==> config.mk <==
export PLATFORM = sky130hd
export DESIGN_NAME = mux_nx1_rr
export DESIGN_NICKNAME = d
export VERILOG_FILES = /design/src/rtl/mux_nx1_rr.sv
export SDC_FILE = /design/constraint.sdc
export NUM_CORES = 1
export LEC_CHECK = 0
export CAP_MARGIN = 20
export CORE_MARGIN = 4
export CORE_UTILIZATION = 53
export CTS_CLUSTER_DIAMETER = 40
export CTS_CLUSTER_SIZE = 28
export DETAILED_ROUTE_END_ITERATION = 8
export PLACE_DENSITY_LB_ADDON = 0.12
export SYNTH_ARGS = -nofsm -noshare
export SYNTH_HDL_FRONTEND = slang
export SYNTH_SLANG_ARGS = --single-unit
==> constraint.sdc <==
create_clock -name clk -period 7.2 [get_ports clk]
set_input_delay 1.44 -clock clk [delete_from_list [all_inputs] [get_ports clk]]
set_output_delay 1.44 -clock clk [all_outputs]
set_load 0.02 [all_outputs]
==> src/rtl/mux_nx1_rr.sv <==
// N-input, WIDTH-bit registered mux with valid/ready on every channel.
// Channel choice is either an external select or a fair round-robin scan.
module mux_nx1_rr #(
  parameter int WIDTH = 4,
  parameter int N     = 8,
  parameter int SELW  = 3
) (
  input  logic               clk,
  input  logic               reset,
  input  logic               enable,
  input  logic               mode,
  input  logic [SELW-1:0]    sel,
  input  logic [N*WIDTH-1:0] in_data,
  input  logic [N-1:0]       in_valid,
  output logic [N-1:0]       in_ready,
  output logic [WIDTH-1:0]   out,
  output logic               out_valid,
  input  logic               out_ready,
  output logic [SELW-1:0]    out_sel
);

  typedef enum logic {EMPTY, FULL} state_e;

  state_e                     state_q;
  logic [SELW-1:0]            rr_ptr_q;
  logic [WIDTH-1:0]           out_q;
  logic [SELW-1:0]            out_sel_q;
  logic [N-1:0][WIDTH-1:0]    din;

  logic            slot_free;
  logic            man_hit, rr_hit, gnt, xfer;
  logic [SELW-1:0] rr_g, g, rr_ptr_d;
  logic [SELW:0]   idx;

  assign din       = in_data;
  assign out_valid = (state_q == FULL);
  assign out       = out_q;
  assign out_sel   = out_sel_q;
  assign slot_free = !out_valid || out_ready;

  assign man_hit = ({1'b0, sel} < (SELW+1)'(N)) && in_valid[sel];

  // Scan rr_ptr, rr_ptr+1, ... wrapping at N; first requester wins.
  always_comb begin
    rr_hit = 1'b0;
    rr_g   = '0;
    idx    = '0;
    for (int i = 0; i < N; i++) begin
      idx = {1'b0, rr_ptr_q} + (SELW+1)'(i);
      if (idx >= (SELW+1)'(N)) idx = idx - (SELW+1)'(N);
      if (!rr_hit && in_valid[idx[SELW-1:0]]) begin
        rr_hit = 1'b1;
        rr_g   = idx[SELW-1:0];
      end
    end
  end

  assign g    = mode ? rr_g : sel;
  assign gnt  = mode ? rr_hit : man_hit;
  assign xfer = !reset && enable && slot_free && gnt;

  assign rr_ptr_d = (g == SELW'(N-1)) ? '0 : g + 1'b1;

  always_comb begin
    in_ready = '0;
    if (xfer) in_ready[g] = 1'b1;
  end

  always_ff @(posedge clk or posedge reset) begin
    if (reset) begin
      state_q   <= EMPTY;
      rr_ptr_q  <= '0;
      out_q     <= '0;
      out_sel_q <= '0;
    end else if (xfer) begin
      state_q   <= FULL;
      out_q     <= din[g];
      out_sel_q <= g;
      if (mode) rr_ptr_q <= rr_ptr_d;
    end else if (out_ready) begin
      state_q <= EMPTY;
    end
  end

endmodule

==> results of run 1 <==
-- layer usage --
metal	wire (um)	global-route usage
met2	3140	0.412
met3	542	0.0374
met1	2880	0.367
met5	0	0
met4	60	0.0635
-- power groups by stage --
| stage | registers (uW) | clock network [uW] | logic (uW) |
|---|---|---|---|
| finish | 135 | 61.1 | 1120 |
| global placement | 135 | 0 | 1080 |
| detailed placement | 136 | 0 | 1090 |
| CTS | 135 | 63.3 | 1100 |
| floorplan | 128 | 0 | 884 |
| global route | 143 | 65.4 | 1210 |
-- per-stage QoR --
stage                     cell area [um2]  worst slack (ns)  hold slack (ns)  power [uW]
after floorplan                      2200              1.81            0.591        1010
after global placement               2810             0.868            0.467        1220
after detailed placement             2810             0.832            0.472        1230
after CTS                            2860             0.799            0.491        1300
after global routing                 2860             0.525            0.523        1420
final                                2860             0.766            0.492        1310
-- cells by family after synthesis --
family	after synthesis	share of synthesized area
XOR/XNOR	6	0.0273
AO/OA/AOI/OAI	77	0.271
AND/OR/NAND/NOR	63	0.147
flip-flops	11	0.125
multiplexers	55	0.346
buffers and inverters	30	0.0717
adder cells (fa/ha/maj)	2	0.0114
-- cell type report --
type | instances | area [um2] | area share
inverter | 10 | 37.5 | 0.0131
tap | 50 | 62.6 | 0.0219
sequential | 11 | 275 | 0.0964
multi-input combinational | 203 | 1770 | 0.619
timing repair buffer | 68 | 668 | 0.234
clock buffer | 4 | 45.0 | 0.0158
-- flip-flops by register name, summed over array words and instances (netlist names) --
register	flops
out	4
out_sel	3
rr_ptr_q	3
out_valid	1
-- Yosys cell counts, types with 2 or more instances --
master / instances / area [um2]
sky130_fd_sc_hd__mux2i_1: 22 / 220
sky130_fd_sc_hd__xnor2_1: 3 / 26.3
sky130_fd_sc_hd__a222oi_1: 13 / 130
sky130_fd_sc_hd__a221o_1: 2 / 20.0
sky130_fd_sc_hd__nor3_1: 2 / 10.0
sky130_fd_sc_hd__buf_2: 6 / 30.0
sky130_fd_sc_hd__buf_6: 4 / 45.0
sky130_fd_sc_hd__o21a_1: 3 / 22.5
sky130_fd_sc_hd__buf_4: 2 / 15.0
sky130_fd_sc_hd__nand2b_1: 4 / 25.0
sky130_fd_sc_hd__nor4_2: 2 / 25.0
sky130_fd_sc_hd__dfrtp_1: 11 / 275
sky130_fd_sc_hd__a21o_1: 4 / 30.0
sky130_fd_sc_hd__o211ai_1: 7 / 52.6
sky130_fd_sc_hd__mux2_2: 18 / 203
sky130_fd_sc_hd__a221oi_1: 7 / 61.3
sky130_fd_sc_hd__o221ai_1: 5 / 43.8
sky130_fd_sc_hd__o2111ai_1: 2 / 17.5
sky130_fd_sc_hd__nor3b_1: 3 / 22.5
sky130_fd_sc_hd__a21oi_2: 2 / 17.5
sky130_fd_sc_hd__o21ai_0: 8 / 40.0
sky130_fd_sc_hd__nand2_1: 16 / 60.1
sky130_fd_sc_hd__ha_1: 2 / 25.0
sky130_fd_sc_hd__nor2b_1: 3 / 18.8
sky130_fd_sc_hd__o21ai_1: 9 / 45.0
sky130_fd_sc_hd__a21oi_1: 4 / 20.0
sky130_fd_sc_hd__xor2_1: 2 / 17.5
sky130_fd_sc_hd__inv_1: 9 / 33.8
sky130_fd_sc_hd__nor2_1: 23 / 86.3
sky130_fd_sc_hd__a31oi_1: 2 / 12.5
sky130_fd_sc_hd__clkbuf_1: 7 / 26.3
sky130_fd_sc_hd__mux4_2: 14 / 315
-- worst reg2reg max path, stage by stage, from the launching register on --
cell and delay [ns]:
sky130_fd_sc_hd__dfrtp_1 0.79, sky130_fd_sc_hd__inv_1 0.24, sky130_fd_sc_hd__ha_1 0.56, sky130_fd_sc_hd__mux4_2 0.68, sky130_fd_sc_hd__mux2_2 0.35, sky130_fd_sc_hd__or4b_1 0.50
sky130_fd_sc_hd__o211ai_1 0.12, sky130_fd_sc_hd__o211a_1 0.19, sky130_fd_sc_hd__o31a_2 0.22, sky130_fd_sc_hd__buf_4 0.24, sky130_fd_sc_hd__o211ai_1 0.11, sky130_fd_sc_hd__o21ai_1 0.17
sky130_fd_sc_hd__o221ai_1 0.17
-- worst min-delay path by stage --
stage | end | slack, ns | depth (start not counted)
2_1_floorplan | out_sel[2]$_DFFE_PP0P_ | 0.59 | 2
3_3_place_gp | out_sel[2]$_DFFE_PP0P_ | 0.47 | 2
3_5_place_dp | out_sel[2]$_DFFE_PP0P_ | 0.47 | 2
4_1_cts | out_sel[2]$_DFFE_PP0P_ | 0.49 | 2
5_1_grt | out[2]$_DFFE_PP0P_ | 0.52 | 2
6_report | out_sel[2]$_DFFE_PP0P_ | 0.49 | 2
==> impl_summary.log, run 1 <==
INFO  metric synthToLayoutAreaGrowth = 29.8%
INFO  metric cts.sink_count = 11
INFO  metric remaining_drc_errors = 0
INFO  metric dp.cells = between 300 and 400
INFO  metric fp.dieW = slightly above 70 um
INFO  metric grt_antenna_before_repair = 0
INFO  metric post_drt_wl_per_cell = roughly 19 um
INFO  metric worstHoldStart = out_sel[2]$_DFFE_PP0P_
INFO  metric grt-ovfl-total = 0
INFO  metric grt_setup_unrepaired = no
INFO  metric crit_path_end_kind = primary output
INFO  metric die_y = a little over 70 um
INFO  metric layout_cells_sized_above_1 = 0.176
INFO  metric mostFrequentLayoutCell = sky130_fd_sc_hd__clkdlybuf4s50_1
INFO  metric ratio_of_routed_vias_to_standard_cells = ~6.8
INFO  metric fillCellCount = around 320
INFO  metric synthesis.area = approximately 2200 um2
INFO  metric die_area = around 5200 um2
INFO  metric vdd.ir_drop.worst = 249 uV
INFO  metric numCtsBuffers = 3
INFO  metric wire_length_of_the_first_global_routing_pass = between 10000 and 15000 um
INFO  metric num-nets-final = ~350
INFO  metric worst-r2r-setup-slack = between 2 and 3 ns
INFO  metric async_flop_share = 1.00
INFO  metric report.final.setup_viol = 0
INFO  metric final_min_period_over_clock_period = 0.894
INFO  metric switching_share = 0.521
INFO  metric drt_iter0_drc = 303
INFO  metric slowest_stage = sky130_fd_sc_hd__clkdlybuf4s50_1
INFO  metric startpoint_type = input port
INFO  metric total_leakage_power = 0.00107 uW
INFO  metric ys_ff_latch = 11
INFO  metric sum_of_buffers_and_inverters_on_the_critical_path = 2
INFO  metric holdCritPathClass = register to register
INFO  metric timing_hold_violations_final = 0
INFO  metric startpoint = in_valid[2]
INFO  metric routed-via-count = about 2300
INFO  metric detailedRoute.firstPassIterationCount = 5
INFO  metric finalCoreUtilization = 0.714
INFO  metric drv_slew = 0
INFO  metric required = between 5 and 6 ns
INFO  metric worstMarginPinSlew = between 0.6 and 0.7 ns
INFO  metric clock_network_fraction_of_design_power = 0.047
INFO  metric cell_internal_pwr = approximately 630 uW
INFO  metric worst_r2r_end = out[3]$_DFFE_PP0P_
INFO  metric timing.critical_path.mode_cell = sky130_fd_sc_hd__clkdlybuf4s50_1
INFO  metric hpwl_dp = just under 5000 um
INFO  metric syn-mean-instance-area = between 9 and 10 um2
INFO  metric clk_transition_reported_paths = around 0.05 ns
INFO  metric part_of_the_power_in_registers = 0.103
INFO  metric cts.repair_timing.setup_buffer_count = 0
INFO  metric design.portCount = 64
INFO  metric globalplace.congestion = 0.933
INFO  metric detail-route-antenna-nets = 0
INFO  metric cts_tree = yes
INFO  metric grt_usage = 0.258
INFO  metric finished_layout_cells = between 300 and 400
INFO  metric comb_power_share = 0.851
INFO  metric drv_cap = 0
INFO  metric synthesis.yosys.warnings = 0
INFO  metric antenna_cells_inserted = 0
INFO  metric synth_seq_area_share = 0.125
INFO  metric core_outline_area = 4000 um2
INFO  metric crit_path_cells = clkdlybuf4s50_1 -> mux4_2 -> mux2_2 -> o21a_1 -> o211ai_1 -> a222oi_1 -> o21ai_1 -> nand2b_1 -> nor3b_1 -> clkdlybuf4s50_1
INFO  metric critPathTopFamily = buffers and inverters
INFO  metric crit_path_end = in_ready[2]
INFO  metric cp_max_fo = 9
INFO  metric first_global_vias = between 2000 and 2500
INFO  metric synth.lib_cells_used.distinct = 55
INFO  metric finalWorstPathRequiredPeriod = between 6 and 7 ns
INFO  metric worst-path-stages = 10
INFO  metric post_cts_sizing = 0
INFO  metric clk_path_buf_depth = 2
INFO  metric io_buffers = between 60 and 70
INFO  metric outcome = complete, no violations
INFO  metric totalNegativeSetupSlack = 0 ns
INFO  metric cts.hold.buffers_added = 0
INFO  metric critPathKind = input port to primary output
INFO  metric placementRows = 23
INFO  metric initial_cell_density_of_the_core = 0.550
INFO  metric largest_net_degree_at_the_start_of_global_routing = 18
INFO  metric relSlewSlack = 0.534
INFO  metric finClkSkew = around 0.0025 ns
INFO  metric worst_r2r_startpoint = rr_ptr_q[0]$_DFFE_PP0P_
INFO  metric synth_cells = between 200 and 250
INFO  metric switching_power = 685 uW
INFO  metric dominantRegCellSynth = sky130_fd_sc_hd__dfrtp_1
INFO  metric reg2reg_depth = 12
INFO  metric htree_levels = 1
INFO  metric synth-edff-count = 0
INFO  metric crit_path_max_incr_delay = 0.65 ns
INFO  metric worst_skew_pair_latency = ~0.24 ns
INFO  metric clock-root-buffer = sky130_fd_sc_hd__clkbuf_8
INFO  metric layout_common_cells = sky130_fd_sc_hd__clkdlybuf4s50_1, sky130_fd_sc_hd__nor2_1, sky130_fd_sc_hd__mux2i_1
INFO  metric mappedNetlistNets = 294
INFO  metric detail_route.wirelength = 6630 um
INFO  metric worstPathArrival = about 5 ns
INFO  metric max_clock_freq = 0.155 GHz
INFO  metric powerDensity = approximately 460 nW/um2
No activity file was read; power rests on OpenSTA's default activity.
==> run 2: changes to the inputs <==
Settings changed: CORE_MARGIN 4 to 5, PLACE_DENSITY set to 0.92, PLACE_DENSITY_LB_ADDON 0.12 to not set.
==> impl_summary.log, run 2 (synthesized netlist as in run 1, its figures left out) <==
INFO  metric io_buffers = 63 (unchanged)
INFO  metric post_cts_sizing = 0 (unchanged)
INFO  metric die_y = 74.4 um (+2.8%)
INFO  metric drv_slew = 0 (unchanged)
INFO  metric numCtsBuffers = 3 (unchanged)
INFO  metric first_global_vias = 2314 (+1.5%)
INFO  metric grt-ovfl-total = 0 (unchanged)
INFO  metric globalplace.congestion = 0.989 (+5.9%)
INFO  metric fillCellCount = 296 (-6.3%)
INFO  metric cts.sink_count = 11 (unchanged)
INFO  metric critPathTopFamily = buffers and inverters
INFO  metric cts.hold.buffers_added = 0 (unchanged)
INFO  metric clk_transition_reported_paths = 0.05 ns (about the same)
INFO  metric die_area = 5540 um2 (+5.6%)
INFO  metric sum_of_buffers_and_inverters_on_the_critical_path = 3 (+1)
INFO  metric vdd.ir_drop.worst = 248 uV (-0.24%)
INFO  metric hpwl_dp = 5260 um (+8.0%)
INFO  metric clk_path_buf_depth = 2 (unchanged)
INFO  metric drt_iter0_drc = 438 (+45%)
INFO  metric remaining_drc_errors = 0 (unchanged)
INFO  metric grt_setup_unrepaired = no
INFO  metric power.total = 1330 uW (+1.2%)
INFO  metric cp_max_fo = 16 (+7)
INFO  metric num-nets-final = 346 (-0.29%)
INFO  metric critPathKind = input port to primary output
INFO  metric multi_input_logic_area = 1770 um2 (unchanged)
INFO  metric worstHoldStart = out_sel[2]$_DFFE_PP0P_
INFO  metric drv_cap = 0 (unchanged)
INFO  metric layout_common_cells = sky130_fd_sc_hd__clkdlybuf4s50_1, sky130_fd_sc_hd__nor2_1, sky130_fd_sc_hd__mux2i_1
INFO  metric initial_cell_density_of_the_core = 0.550 (unchanged)
INFO  metric setup_ws = 0.597 ns (-0.169 ns)
INFO  metric whs = 0.497 ns (+0.00537 ns)
INFO  metric layout_cells_sized_above_1 = 0.173 (-0.00279)
INFO  metric detailedRoute.firstPassIterationCount = 6 (+1)
INFO  metric largest_register_ff_count = 4 (unchanged)
INFO  metric startpoint_type = input port
INFO  metric crit_path_cells = clkdlybuf4s50_1 -> mux4_2 -> mux2i_1 -> nand2_1 -> nor3_4 -> a21oi_2 -> buf_4 -> o221ai_1 -> nand2b_1 -> nor2_1 -> clkdlybuf4s50_1
INFO  metric crit_path_max_incr_delay = 0.61 ns (-0.04 ns)
INFO  metric max_clock_freq = 0.151 GHz (-2.6%)
INFO  metric clock-root-buffer = sky130_fd_sc_hd__clkbuf_8
INFO  metric fp.dieW = 74.4 um (+2.8%)
INFO  metric startpoint = in_valid[5]
INFO  metric worstMarginPinSlew = 0.692 ns (-0.00784 ns)
INFO  metric required = 5.76 ns (about the same)
INFO  metric routed-via-count = 2436 (+3.9%)
INFO  metric finalWorstPathRequiredPeriod = 6.60 ns (+0.169 ns)
INFO  metric core_outline_area = 4000 um2 (unchanged)
INFO  metric placementRows = 23 (unchanged)
INFO  metric slowest_stage = sky130_fd_sc_hd__clkdlybuf4s50_1
INFO  metric post_drt_wl_per_cell = 20.3 um (+6.0%)
INFO  metric ratio_of_routed_vias_to_standard_cells = 7.06 (+4.2%)
INFO  metric report.final.setup_viol = 0 (unchanged)
INFO  metric timing.critical_path.mode_cell = sky130_fd_sc_hd__clkdlybuf4s50_1
INFO  metric outcome = complete, no violations
INFO  metric worstPathArrival = 5.16 ns (+0.17 ns)
INFO  metric cts_tree = yes
INFO  metric largest_net_degree_at_the_start_of_global_routing = 25 (+7)
INFO  metric wire_length_of_the_first_global_routing_pass = 11500 um (+6.1%)
INFO  metric crit_path_end_kind = primary output
INFO  metric antenna_cells_inserted = 0 (unchanged)
INFO  metric grt_usage = 0.260 (+0.00274)
INFO  metric grt_antenna_before_repair = 0 (unchanged)
INFO  metric powerDensity = 467 nW/um2 (+1.5%)
INFO  metric design.portCount = 64 (unchanged)
INFO  metric final_min_period_over_clock_period = 0.917 (+0.0235)
INFO  metric finClkSkew = 0.00335 ns (+0.000902 ns)
INFO  metric mostFrequentLayoutCell = sky130_fd_sc_hd__clkdlybuf4s50_1
INFO  metric worst_skew_pair_latency = 0.24 ns (about the same)
INFO  metric finalCoreUtilization = 0.712 (-0.00188)
INFO  metric htree_levels = 1 (unchanged)
INFO  metric cts.repair_timing.setup_buffer_count = 0 (unchanged)
INFO  metric area_used_by_sequential_logic_in_the_layout = 275 um2 (unchanged)
INFO  metric timing_hold_violations_final = 0 (unchanged)
INFO  metric holdCritPathClass = register to register
INFO  metric worst_r2r_startpoint = rr_ptr_q[0]$_DFFE_PP0P_
INFO  metric placement.setup.worst_slack = 0.657 ns (-0.175 ns)
INFO  metric relSlewSlack = 0.539 (+0.00523)
INFO  metric synthToLayoutAreaGrowth = 29.5%
INFO  metric total_leakage_power = 0.00107 uW (-0.49%)
INFO  metric totalNegativeSetupSlack = 0 ns (unchanged)
INFO  metric detail-route-antenna-nets = 0 (unchanged)
INFO  metric detail_route.wirelength = 7000 um (+5.7%)
==> run 2: cell count changes in the layout (fill, tap and decap cells not counted), sizes merged <==
cell,previous run,this run
buf,5,3
clkbuf,4,5
==> run 2: layout make-up <==
| type | instances | area share |
|---|---|---|
| clock buffer | 4 | 0.0158 |
| multi-input combinational | 203 | 0.620 |
| timing repair buffer | 67 | 0.232 |
| tap | 50 | 0.0220 |
| inverter | 10 | 0.0132 |
| sequential | 11 | 0.0967 |
==> run 2: worst register-to-register path, stage by stage, from the launching register on <==
cell                       delay (ns)
sky130_fd_sc_hd__dfrtp_1         0.78
sky130_fd_sc_hd__inv_1           0.29
sky130_fd_sc_hd__ha_1            0.57
sky130_fd_sc_hd__mux4_2          0.66
sky130_fd_sc_hd__mux2i_1         0.22
sky130_fd_sc_hd__a22oi_2         0.13
sky130_fd_sc_hd__nor3_4          0.35
sky130_fd_sc_hd__a21oi_2         0.09
sky130_fd_sc_hd__buf_4           0.23
sky130_fd_sc_hd__o221ai_1        0.52
sky130_fd_sc_hd__nand2_1         0.20
sky130_fd_sc_hd__xnor2_1         0.16
sky130_fd_sc_hd__a21oi_1         0.20
==> run 2: layer usage <==
metal | GRT usage | vias to the layer above | part of all wire | routed length (um)
met2 | 0.420 | 170 | 0.49 | 3450
met4 | 0.0652 | 0 | 0.0097 | 68
met5 | 0 | - | 0 | 0
met1 | 0.362 | 1169 | 0.41 | 2860
met3 | 0.0446 | 12 | 0.090 | 629
li1 | - | 1085 | - | -
==> run 2: path summary, 6_finish.rpt <==
| path | end | slack [ns] | cells past startpoint |
|---|---|---|---|
| setup / recovery | in_ready[1] | 0.60 | 11 |
| hold / removal | out_sel[2]$_DFFE_PP0P_ | 0.50 | 2 |
| setup reg to reg | rr_ptr_q[2]$_DFFE_PP0P_ | 2.70 | 12 |
| hold reg to reg | out_sel[2]$_DFFE_PP0P_ | 0.50 | 2 |
| max in group asynchronous | out_sel[1]$_DFFE_PP0P_ | 5.36 | 2 |
| min in group asynchronous | out[2]$_DFFE_PP0P_ | 1.52 | 2 |
==> run 2: power by group <==
| part | leakage [uW] | switching, uW | internal (uW) |
|---|---|---|---|
| logic | 0.000914 | 637 | 494 |
| registers | 0.000132 | 46.4 | 89.6 |
| clock network | 0.0000228 | 23.1 | 38.9 |
| total | 0.00107 | 707 | 623 |
==> run 2: metrics by stage <==
| stage | cell area (um2) | cells |
|---|---|---|
| final | 2850 | 345 |
| after global routing | 2850 | 345 |
| after CTS | 2840 | 344 |
| after detailed placement | 2800 | 340 |
| after global placement | 2800 | 340 |
| after floorplan | 2200 | 244 |
